`src/rtl/spi_cmd_sequencer_pkg.sv`:
```
// rtl/spi_cmd_sequencer_pkg.sv - command codes, state encoding and constants for the SPI command sequencer
package spi_cmd_pkg;

  localparam logic [7:0] IDLE_RESP = 8'hA5;
  localparam int OFFSET_W = 14;
  localparam int BANK_W   = 9;
  localparam int ADDR_W   = BANK_W + OFFSET_W;

  localparam logic [7:0] CMD_PING   = 8'h00;
  localparam logic [7:0] CMD_START  = 8'h02;
  localparam logic [7:0] CMD_KEY    = 8'h03;
  localparam logic [7:0] CMD_WRITE  = 8'h04;
  localparam logic [7:0] CMD_STATUS = 8'h05;
  localparam logic [7:0] CMD_HOLD   = 8'h06;
  localparam logic [7:0] CMD_BANKHI = 8'h07;

  typedef enum logic [2:0] {
    ST_CMD,
    ST_IGNORE,
    ST_KEY_Y,
    ST_KEY_X,
    ST_BANK,
    ST_BANKHI,
    ST_DATA,
    ST_STATUS
  } state_t;

endpackage

```
`src/rtl/spi_cmd_sequencer_if.sv`:
```
// rtl/spi_cmd_sequencer_if.sv - SDRAM arbiter write port between the sequencer (master) and arbiter (slave)
interface spi_cmd_sequencer_if;
  import spi_cmd_pkg::*;

  logic              mem_req;
  logic              mem_ack;
  logic [ADDR_W-1:0] mem_address;
  logic [7:0]        mem_wdata;

  modport master (
    output mem_req,
    output mem_address,
    output mem_wdata,
    input  mem_ack
  );

  modport slave (
    input  mem_req,
    input  mem_address,
    input  mem_wdata,
    output mem_ack
  );

endinterface

```
`src/rtl/spi_cmd_sequencer.sv`:
```
// rtl/spi_cmd_sequencer.sv - parses SPI command frames into SDRAM writes, key-matrix writes and CPU reset control
module spi_cmd_sequencer
  import spi_cmd_pkg::*;
(
  input  logic                        clk,
  input  logic                        reset,
  input  logic                        spi_cs_n,
  input  logic                        rx_valid,
  input  logic [7:0]                  rx_data,
  output logic [7:0]                  tx_data,
  input  logic                        sdram_busy,
  spi_cmd_sequencer_if.master         mem,
  output logic                        key_we,
  output logic [3:0]                  key_y,
  output logic [7:0]                  key_x,
  output logic                        cpu_reset
);

  state_t            state, state_n;
  logic [7:0]        tx_r, tx_n;
  logic              req_r, req_n;
  logic [ADDR_W-1:0] addr_r, addr_n;
  logic [7:0]        wdata_r, wdata_n;
  logic              key_we_r, key_we_n;
  logic [3:0]        key_y_r, key_y_n;
  logic [7:0]        key_x_r, key_x_n;
  logic              cpu_r, cpu_n;
  logic              bank_hi_r, bank_hi_n;
  logic              overrun_r, overrun_n;

  always_ff @(posedge clk) begin
    if (reset) begin
      state     <= ST_CMD;
      tx_r      <= IDLE_RESP;
      req_r     <= 1'b0;
      addr_r    <= '0;
      wdata_r   <= '0;
      key_we_r  <= 1'b0;
      key_y_r   <= '0;
      key_x_r   <= '0;
      cpu_r     <= 1'b1;
      bank_hi_r <= 1'b0;
      overrun_r <= 1'b0;
    end else begin
      state     <= state_n;
      tx_r      <= tx_n;
      req_r     <= req_n;
      addr_r    <= addr_n;
      wdata_r   <= wdata_n;
      key_we_r  <= key_we_n;
      key_y_r   <= key_y_n;
      key_x_r   <= key_x_n;
      cpu_r     <= cpu_n;
      bank_hi_r <= bank_hi_n;
      overrun_r <= overrun_n;
    end
  end

  always_comb begin
    state_n   = state;
    tx_n      = tx_r;
    req_n     = req_r;
    addr_n    = addr_r;
    wdata_n   = wdata_r;
    key_we_n  = 1'b0;
    key_y_n   = key_y_r;
    key_x_n   = key_x_r;
    cpu_n     = cpu_r;
    bank_hi_n = bank_hi_r;
    overrun_n = overrun_r;

    // Completion runs regardless of framing; the offset wraps inside its bank.
    if (req_r && mem.mem_ack) begin
      req_n                  = 1'b0;
      addr_n[OFFSET_W-1:0]   = addr_r[OFFSET_W-1:0] + OFFSET_W'(1);
    end

    if (spi_cs_n) begin
      state_n = ST_CMD;
      tx_n    = IDLE_RESP;
    end else if (rx_valid) begin
      unique case (state)
        ST_CMD: begin
          state_n = ST_IGNORE;
          case (rx_data)
            CMD_PING:   state_n = ST_CMD;
            CMD_START:  cpu_n = 1'b0;
            CMD_KEY:    state_n = ST_KEY_Y;
            CMD_WRITE:  state_n = ST_BANK;
            CMD_STATUS: begin
              tx_n      = {6'b0, overrun_r, sdram_busy};
              overrun_n = 1'b0;
              state_n   = ST_STATUS;
            end
            CMD_HOLD:   cpu_n = 1'b1;
            CMD_BANKHI: state_n = ST_BANKHI;
            default: ;
          endcase
        end
        ST_KEY_Y: begin
          key_y_n = rx_data[3:0];
          state_n = ST_KEY_X;
        end
        ST_KEY_X: begin
          key_x_n  = rx_data;
          key_we_n = 1'b1;
          state_n  = ST_IGNORE;
        end
        ST_BANKHI: begin
          bank_hi_n = rx_data[0];
          state_n   = ST_IGNORE;
        end
        ST_BANK: begin
          addr_n  = {bank_hi_r, rx_data, {OFFSET_W{1'b0}}};
          state_n = ST_DATA;
        end
        ST_DATA: begin
          // A byte landing while the previous write is outstanding is lost.
          if (req_r) begin
            overrun_n = 1'b1;
          end else begin
            wdata_n = rx_data;
            req_n   = 1'b1;
          end
        end
        ST_STATUS: begin
          tx_n    = IDLE_RESP;
          state_n = ST_IGNORE;
        end
        ST_IGNORE: ;
      endcase
    end
  end

  assign tx_data         = tx_r;
  assign mem.mem_req     = req_r;
  assign mem.mem_address = addr_r;
  assign mem.mem_wdata   = wdata_r;
  assign key_we          = key_we_r;
  assign key_y           = key_y_r;
  assign key_x           = key_x_r;
  assign cpu_reset       = cpu_r;

endmodule
```
`src/flat_wrapper.sv`:
```
// flat-port wrapper written by rule: the top's interface ports become plain ports
module spi_cmd_sequencer_flat import spi_cmd_pkg::*;
  (clk, reset, spi_cs_n, rx_valid, rx_data, tx_data, sdram_busy, key_we, key_y, key_x, cpu_reset, mem_mem_req, mem_mem_address, mem_mem_wdata, mem_mem_ack);
  spi_cmd_sequencer_if mem_i ();
  input  logic clk;
  input  logic reset;
  input  logic spi_cs_n;
  input  logic rx_valid;
  input  logic [7:0] rx_data;
  output logic [7:0] tx_data;
  input  logic sdram_busy;
  output logic key_we;
  output logic [3:0] key_y;
  output logic [7:0] key_x;
  output logic cpu_reset;
  output wire logic [$bits(mem_i.mem_req)-1:0] mem_mem_req;
  output wire logic [$bits(mem_i.mem_address)-1:0] mem_mem_address;
  output wire logic [$bits(mem_i.mem_wdata)-1:0] mem_mem_wdata;
  input wire logic [$bits(mem_i.mem_ack)-1:0] mem_mem_ack;
  assign mem_mem_req = mem_i.mem_req;
  assign mem_mem_address = mem_i.mem_address;
  assign mem_mem_wdata = mem_i.mem_wdata;
  assign mem_i.mem_ack = mem_mem_ack;
  spi_cmd_sequencer u_core (.clk(clk), .reset(reset), .spi_cs_n(spi_cs_n), .rx_valid(rx_valid), .rx_data(rx_data), .tx_data(tx_data), .sdram_busy(sdram_busy), .mem(mem_i), .key_we(key_we), .key_y(key_y), .key_x(key_x), .cpu_reset(cpu_reset));
endmodule
```
`config.mk`:
```
export PLATFORM = sky130hd
export DESIGN_NAME = spi_cmd_sequencer_flat
export DESIGN_NICKNAME = d
export VERILOG_FILES = /design/src/rtl/spi_cmd_sequencer_pkg.sv /design/src/rtl/spi_cmd_sequencer_if.sv /design/src/rtl/spi_cmd_sequencer.sv /design/src/flat_wrapper.sv
export SDC_FILE = /design/constraint.sdc
export NUM_CORES = 1
export LEC_CHECK = 0
export ABC_AREA = 1
export CAP_MARGIN = 5
export CORE_MARGIN = 4
export CORE_UTILIZATION = 43
export CTS_CLUSTER_DIAMETER = 80
export DETAILED_ROUTE_END_ITERATION = 16
export PLACE_DENSITY = 0.78
export SLEW_MARGIN = 20
export SYNTH_ARGS = -nofsm -noshare
export SYNTH_HDL_FRONTEND = slang
export SYNTH_SLANG_ARGS = --single-unit
```
`constraint.sdc`:
```
create_clock -name clk -period 1.45 [get_ports clk]
set_clock_uncertainty 0.2 [all_clocks]
set_input_delay 0.29 -clock clk [delete_from_list [all_inputs] [get_ports clk]]
set_output_delay 0.29 -clock clk [all_outputs]
set_load 0.01 [all_outputs]
```
==> out/qor.csv, run 1 <==
metric;value;unit
CTS Hold Bufs;0;
setup TNS;-0.6689;ns
Worst VDD drop;0.0005731;V
top cell type's share of synthesized area;0.4444;
Critical Path RT;1.50;ns
pin count of the biggest net entering global routing;19;
Critical Path AT;1.58;ns
Max clock buf depth;2;
Synth area leaders;dfxtp_1 (44%), a21oi_1 (7.0%), nor2_1 (6.8%);
vias in the first global route;2532;
worst-path fanout max;7;
total grt overflow;0;
Worst Path Buf+Inv;2;
setup repair after global routing missed its margin;true;
DRC Markers;0;
I/O pins;68;
vias per cell;5.176;
Root Driver;clkbuf_8;
outcome;finished with violations;
Netlist Area Pre-Place;2432;um^2
GPL Wtd Cong;0.8732;
Final Critical Period;1.525;ns
CP Cell Sequence;inv_4 > nand2_4 > nor2_4 > nand2_4 > nor2_4 > clkbuf_16 > o21ai_2 > a21oi_2;
Nets;459;
H-Tree Depth;2;
Finished Layout Cells;517;
DP HPWL;4810;um
most frequent cell after synthesis;dfxtp_1;
IO Port Bufs;64;
Hold Path Class;in -> reg;
Inserted Diodes;0;
Clock Latency Late Sink;0.31;ns
CP delay by family, top;simple AND/OR/NAND/NOR gates;
vias;2676;
EDFF count, synth;0;
crit-path max cell delay;0.38;ns
post-synthesis register bit count;54;
Die Span Y;83.21;um
commonest cells in the netlist;dfxtp_1 (54), nor2_1 (44), nand2_1 (42), a21oi_1 (34), o21ai_0 (33);
CTS tree;built;
Filler Cells Inserted;386;
Leakage;1.789;nW
Sink Count;54;
Total GRT Usage;0.1923;
layout cells sized above 1;0.4449;
Detailed Routing Iterations Pass 1;4;
Register Area;1120;um^2
max-cap violations;0;
Layout area overhead;65.69;%
cell taking the most area after synthesis;dfxtp_1;
PD cells;668.3;nW/um^2
initial antenna violation count;0;
Die ar.;6924;um^2
final WL;7986;um
Final period util;1.052;
row count;27;
top_reg_cell synth;dfxtp_1;
asr flop ratio synth;0;
area occupied by multi-input gates;1430;um^2
first-pass GRT wire length;11160;um
crit path launch type;flop;
synth unique cells;34;
Initial Util;0.4417;
CP max-delay cell;dfxtp_4;
drt wl/cell;15.45;um
Avg Synthesized Cell Area;7.601;um^2
setup ws final;-0.07525;ns
WS Path Type;reg -> reg;
ANT nets after route;0;
TritonCTS Buffers;5;
clock-pin slew on the worst setup and hold paths;0.10;ns
Placed Instances;492;
failing checks;setup timing;
Die W;83.21;um
CORE AREA;5507;um^2
Final Hold Violating Endpoints;0;
Post-Synthesis Cells;320;
1st-iter DRT viols;144;
post-synthesis sequential area ratio;0.4444;
fmax;655.6;MHz
# setup viols final;19;
final number of max-transition violations;0;
YS warnings;0;
Critical Path End Type;flop;
[worst min-delay path, stage by stage]
cell            delay, ns
dlymetal6s2s_1       0.12
nor2_1               0.10
o21ai_1              0.10
a21oi_1              0.05
[power breakdown]
part           switching [mW]  internal (mW)
logic                   0.180          0.132
registers              0.0147           1.49
clock network           0.531          0.350
[final timing paths]
| check | slack (ns) | start | endpoint | depth (start not counted) |
|---|---|---|---|---|
| setup / recovery | -0.08 | flop | u_core.mem.mem_wdata[3] | 8 |
| hold / removal | 0.17 | spi_cs_n | u_core.state[2] | 4 |
| setup reg to reg | -0.08 | flop | u_core.mem.mem_wdata[3] | 8 |
| hold reg to reg | 0.30 | u_core.cpu_reset | u_core.cpu_reset | 2 |
[flip-flops by register name, summed over array words and instances (netlist names), named ones only]
name,flops
u_core.tx_data,3
u_core.mem.mem_wdata,8
u_core.key_y,4
u_core.cpu_reset,1
u_core.state,2
u_core.mem.mem_address,23
u_core.mem.mem_req,1
u_core.key_x,8
u_core.key_we,1
u_core.bank_hi_r,1
u_core.overrun_r,1
[logic make-up (layout without fill, tap and decap cells)]
| family | Yosys count | after routing | synth area share |
|---|---|---|---|
| and+or+nand+nor | 129 | 130 | 0.2546 |
| AOI/OAI and AO/OA | 78 | 78 | 0.1698 |
| DFF | 54 | 54 | 0.4444 |
| buffers and inverters | 49 | 171 | 0.09567 |
| xor gates and xnor gates | 8 | 8 | 0.02881 |
| adders and majority gates | 1 | 1 | 0.005143 |
| other | 1 | 3 | 0.001542 |
[metrics by stage]
stage                     area [um^2]  total power, mW  worst slack (ns)  hold WS, ns  utilization
final                            4030            2.693          -0.07525       0.1738       0.7319
after global routing             4030            2.775           -0.1364       0.2108       0.7319
after detailed placement         3453            1.767           -0.5605       0.2842       0.6271
after floorplan                  2442            1.647          -0.02446       0.2249            -
after CTS                        3630            2.642         -0.004470       0.2087       0.6592
after global placement           3453            1.764           -0.4835       0.2672       0.6271
[layout make-up]
class	instances	area share
multi-input combinational	220	0.3549
inverter	36	0.04160
clock buffer	5	0.01708
clock inverter	3	0.006209
timing repair buffer	127	0.2800
tap	72	0.02235
sequential	54	0.2779
[cells in the final DEF (no fill, tap or decap), types with 11 or more instances in the layout]
cell,instances
dfxtp_1,35
nand2_1,33
dfxtp_2,13
a21oi_1,24
dlygate4sd2_1,11
clkdlybuf4s15_1,29
o21ai_0,14
o21ai_2,13
a21oi_2,11
inv_1,17
buf_4,50
clkbuf_2,16
nor2_1,32
[routing by layer]
metal / GRT usage / wire [um] / up-vias / share of wire
met2: 0.3302 / 3982 / 108 / 0.50
met4: 0.06538 / 272 / 0 / 0.034
met1: 0.2262 / 3117 / 1246 / 0.39
met3: 0.05952 / 613 / 25 / 0.077
li1: - / - / 1297 / -
met5: 0 / 0 / - / 0
[what timing repair did]
item | CTS | global route
setup buffers | 2 | 14
resized for setup | 112 | 161
cloned | 0 | 3
endpoints found under the setup margin | 98 | 83
pin swaps | 17 | 40
(Power assumes the default switching activity.)
==> inputs of run 2 (changes only) <==
--- a/config.mk
+++ b/config.mk
@@ -7,6 +7,7 @@
 export LEC_CHECK = 0
 export ABC_AREA = 1
 export CAP_MARGIN = 5
+export CORE_ASPECT_RATIO = 1.4
 export CORE_MARGIN = 4
 export CORE_UTILIZATION = 43
 export CTS_CLUSTER_DIAMETER = 80
==> run 2 against run 1 <==
The run still ends with setup timing left; global-route usage increased by 0.38 points; register-to-register slack gained 0.03 ns; fmax is 2.0% higher; sequential power barely moved; non-clock buffer count shrank 4; sequential share of layout area grew 2.3 points; critical endpoint is now u_core.mem.mem_wdata[7]; largest power group unchanged; highest routed layer unchanged.
==> out/qor.csv, run 2 (same netlist as run 1, synthesis figures left out) <==
metric;value;unit;change
Total GRT Usage;0.1961;;+0.003780
first-pass GRT wire length;11000;um;-1.5%
Layout area overhead;53.14;%;
Critical Path AT;1.55;ns;-0.03 ns
CTS tree;built;;
vias;2539;;-5.1%
final WL;6878;um;-14%
Worst VDD drop;0.0005071;V;-12%
Final period util;1.031;;-0.02053
Initial Util;0.4434;;+0.001713
Critical Path End Type;flop;;
Hold Path Class;in -> reg;;
hold_ws;0.1439;ns;-0.02987 ns
most common cell after layout, fill and taps aside;buf_4;;
setup TNS;-0.2479;ns;+0.4210 ns
WS Path Type;reg -> reg;;
reg-to-reg setup timing slack;-0.05;ns;+0.03 ns
worst-path fanout max;8;;+1
Leakage;1.712;nW;-4.3%
FF-to-FF End;u_core.mem.mem_wdata[7];;
H-Tree Depth;2;;unchanged
Die Span Y;96.99;um;+17%
max-cap violations;0;;unchanged
Clock Latency Late Sink;0.31;ns;about the same
setup repair after global routing missed its margin;true;;
DRC Markers;0;;unchanged
IO Port Bufs;64;;unchanged
worst setup path endpoint;u_core.mem.mem_wdata[7];;
Max clock buf depth;2;;unchanged
# setup viols final;8;;-11
setup ws final;-0.04549;ns;+0.02976 ns
pin count of the biggest net entering global routing;20;;+1
DP HPWL;4987;um;+3.7%
crit-path max cell delay;0.39;ns;about the same
final number of max-transition violations;0;;unchanged
Worst Path Buf+Inv;2;;unchanged
TritonCTS Buffers;5;;unchanged
worst reg-to-reg path cell count;8;;unchanged
1st-iter DRT viols;132;;-8.3%
vias per cell;4.998;;-3.4%
ANT nets after route;0;;unchanged
fmax;668.7;MHz;+2.0%
PD cells;719.9;nW/um^2;+7.7%
commonest cells after routing, fill and taps aside;buf_4 (54), nand2_1 (38), nor2_1 (37);;
Final Critical Period;1.495;ns;-0.02976 ns
Die ar.;6941;um^2;+0.25%
Sink Count;54;;unchanged
Nets;454;;-1.1%
Detailed Routing Iterations Pass 1;4;;unchanged
Inserted Diodes;0;;unchanged
layout cells sized above 1;0.3818;;-0.06313
GPL Wtd Cong;0.8691;;-0.47%
failing checks;setup timing;;
Die W;71.57;um;-14%
CORE AREA;5485;um^2;-0.39%
CP delay by family, top;simple AND/OR/NAND/NOR gates;;
row count;32;;+19%
crit path launch type;flop;;
vias in the first global route;2459;;-2.9%
Final Hold Violating Endpoints;0;;unchanged
CP Cell Sequence;inv_4 > nand2_4 > nor2_4 > nand2_4 > nor2_4 > buf_12 > nand2_1 > a21oi_1;;
drt wl/cell;13.54;um;-12%
Critical Path RT;1.51;ns;about the same
outcome;finished with violations;;
Filler Cells Inserted;450;;+17%
Crit path depth;8;;unchanged
max reg flops;23;;unchanged
I/O pins;68;;unchanged
initial antenna violation count;0;;unchanged
Root Driver;clkbuf_8;;
clock-pin slew on the worst setup and hold paths;0.11;ns;about the same
CP max-delay cell;dfxtp_4;;
total grt overflow;0;;unchanged
[run 2: changes by cell type in the layout (fill, tap and decap cells not counted), moves of 6 or more]
cell             previous run  this run
a21oi_1                    24        32
a21oi_2                    11         3
buf_6                       9         2
clkbuf_2                   16        23
clkdlybuf4s15_1            29        22
inv_4                       8         2
o21ai_0                    14        22
[run 2: through the flow]
stage / total power [mW] / area (um^2) / setup slack, ns / instances / util
6_report: 2.681 / 3725 / -0.04549 / 508 / 0.6791
5_1_grt: 2.793 / 3725 / -0.09600 / 508 / 0.6791
4_1_cts: 2.676 / 3608 / -0.01134 / 504 / 0.6578
3_5_place_dp: 1.781 / 3488 / -0.4702 / 495 / 0.6359
3_3_place_gp: 1.778 / 3488 / -0.4320 / 495 / 0.6359
2_1_floorplan: 1.647 / 2442 / -0.02446 / 322 / -
[run 2: timing repair]
item | 4_1_cts | 5_1_grt
resized for setup | 97 | 120
endpoints found under the hold margin | 0 | 0
cloned | 1 | 1
hold buffers | 0 | 0
pin swaps | 16 | 22
buffers inserted | 0 | 3
setup endpoints to repair | 93 | 98
[run 2: worst min path at each step]
stage / to / startpoint / cells after the start / slack, ns
after floorplan: u_core.mem.mem_address[21] / rx_data[7] / 2 / 0.22
after global placement: u_core.mem.mem_wdata[7] / u_core.mem.mem_wdata[7] / 2 / 0.27
after detailed placement: u_core.cpu_reset / u_core.cpu_reset / 2 / 0.27
after global routing: u_core.state[1] / spi_cs_n / 4 / 0.18
final: u_core.state[1] / spi_cs_n / 4 / 0.14
after CTS: u_core.mem.mem_wdata[5] / rx_data[5] / 3 / 0.19
[run 2: final cells by class]
cell class                 instances  area (um^2)  area share
inverter                          36        145.1     0.03897
timing repair buffer             123         1002      0.2691
tap                               68        85.08     0.02284
clock buffer                       5        68.82     0.01847
clock inverter                     3        28.78    0.007726
multi-input combinational        219         1275      0.3423
sequential                        54         1120      0.3006
[run 2: metal layers]
layer | wire length, um | GRT usage
met1 | 2572 | 0.2154
met2 | 3708 | 0.3548
met4 | 157 | 0.06512
met5 | 0 | 0
met3 | 440 | 0.05198
[run 2: worst register-to-register path: stages (launching register included)]
cell     delay, ns
dfxtp_4       0.39
inv_4         0.08
nand2_4       0.06
nor2_4        0.14
nand2_4       0.08
nor2_4        0.17
buf_12        0.15
nand2_1       0.06
a21oi_1       0.11
[run 2: power breakdown]
group	total [mW]	internal, mW	leakage, nW	switching [mW]
Combinational	0.266	0.116	1.22	0.150
Clock	0.916	0.363	0.0506	0.553
Sequential	1.50	1.49	0.446	0.0138
Total	2.68	1.96	1.71	0.717
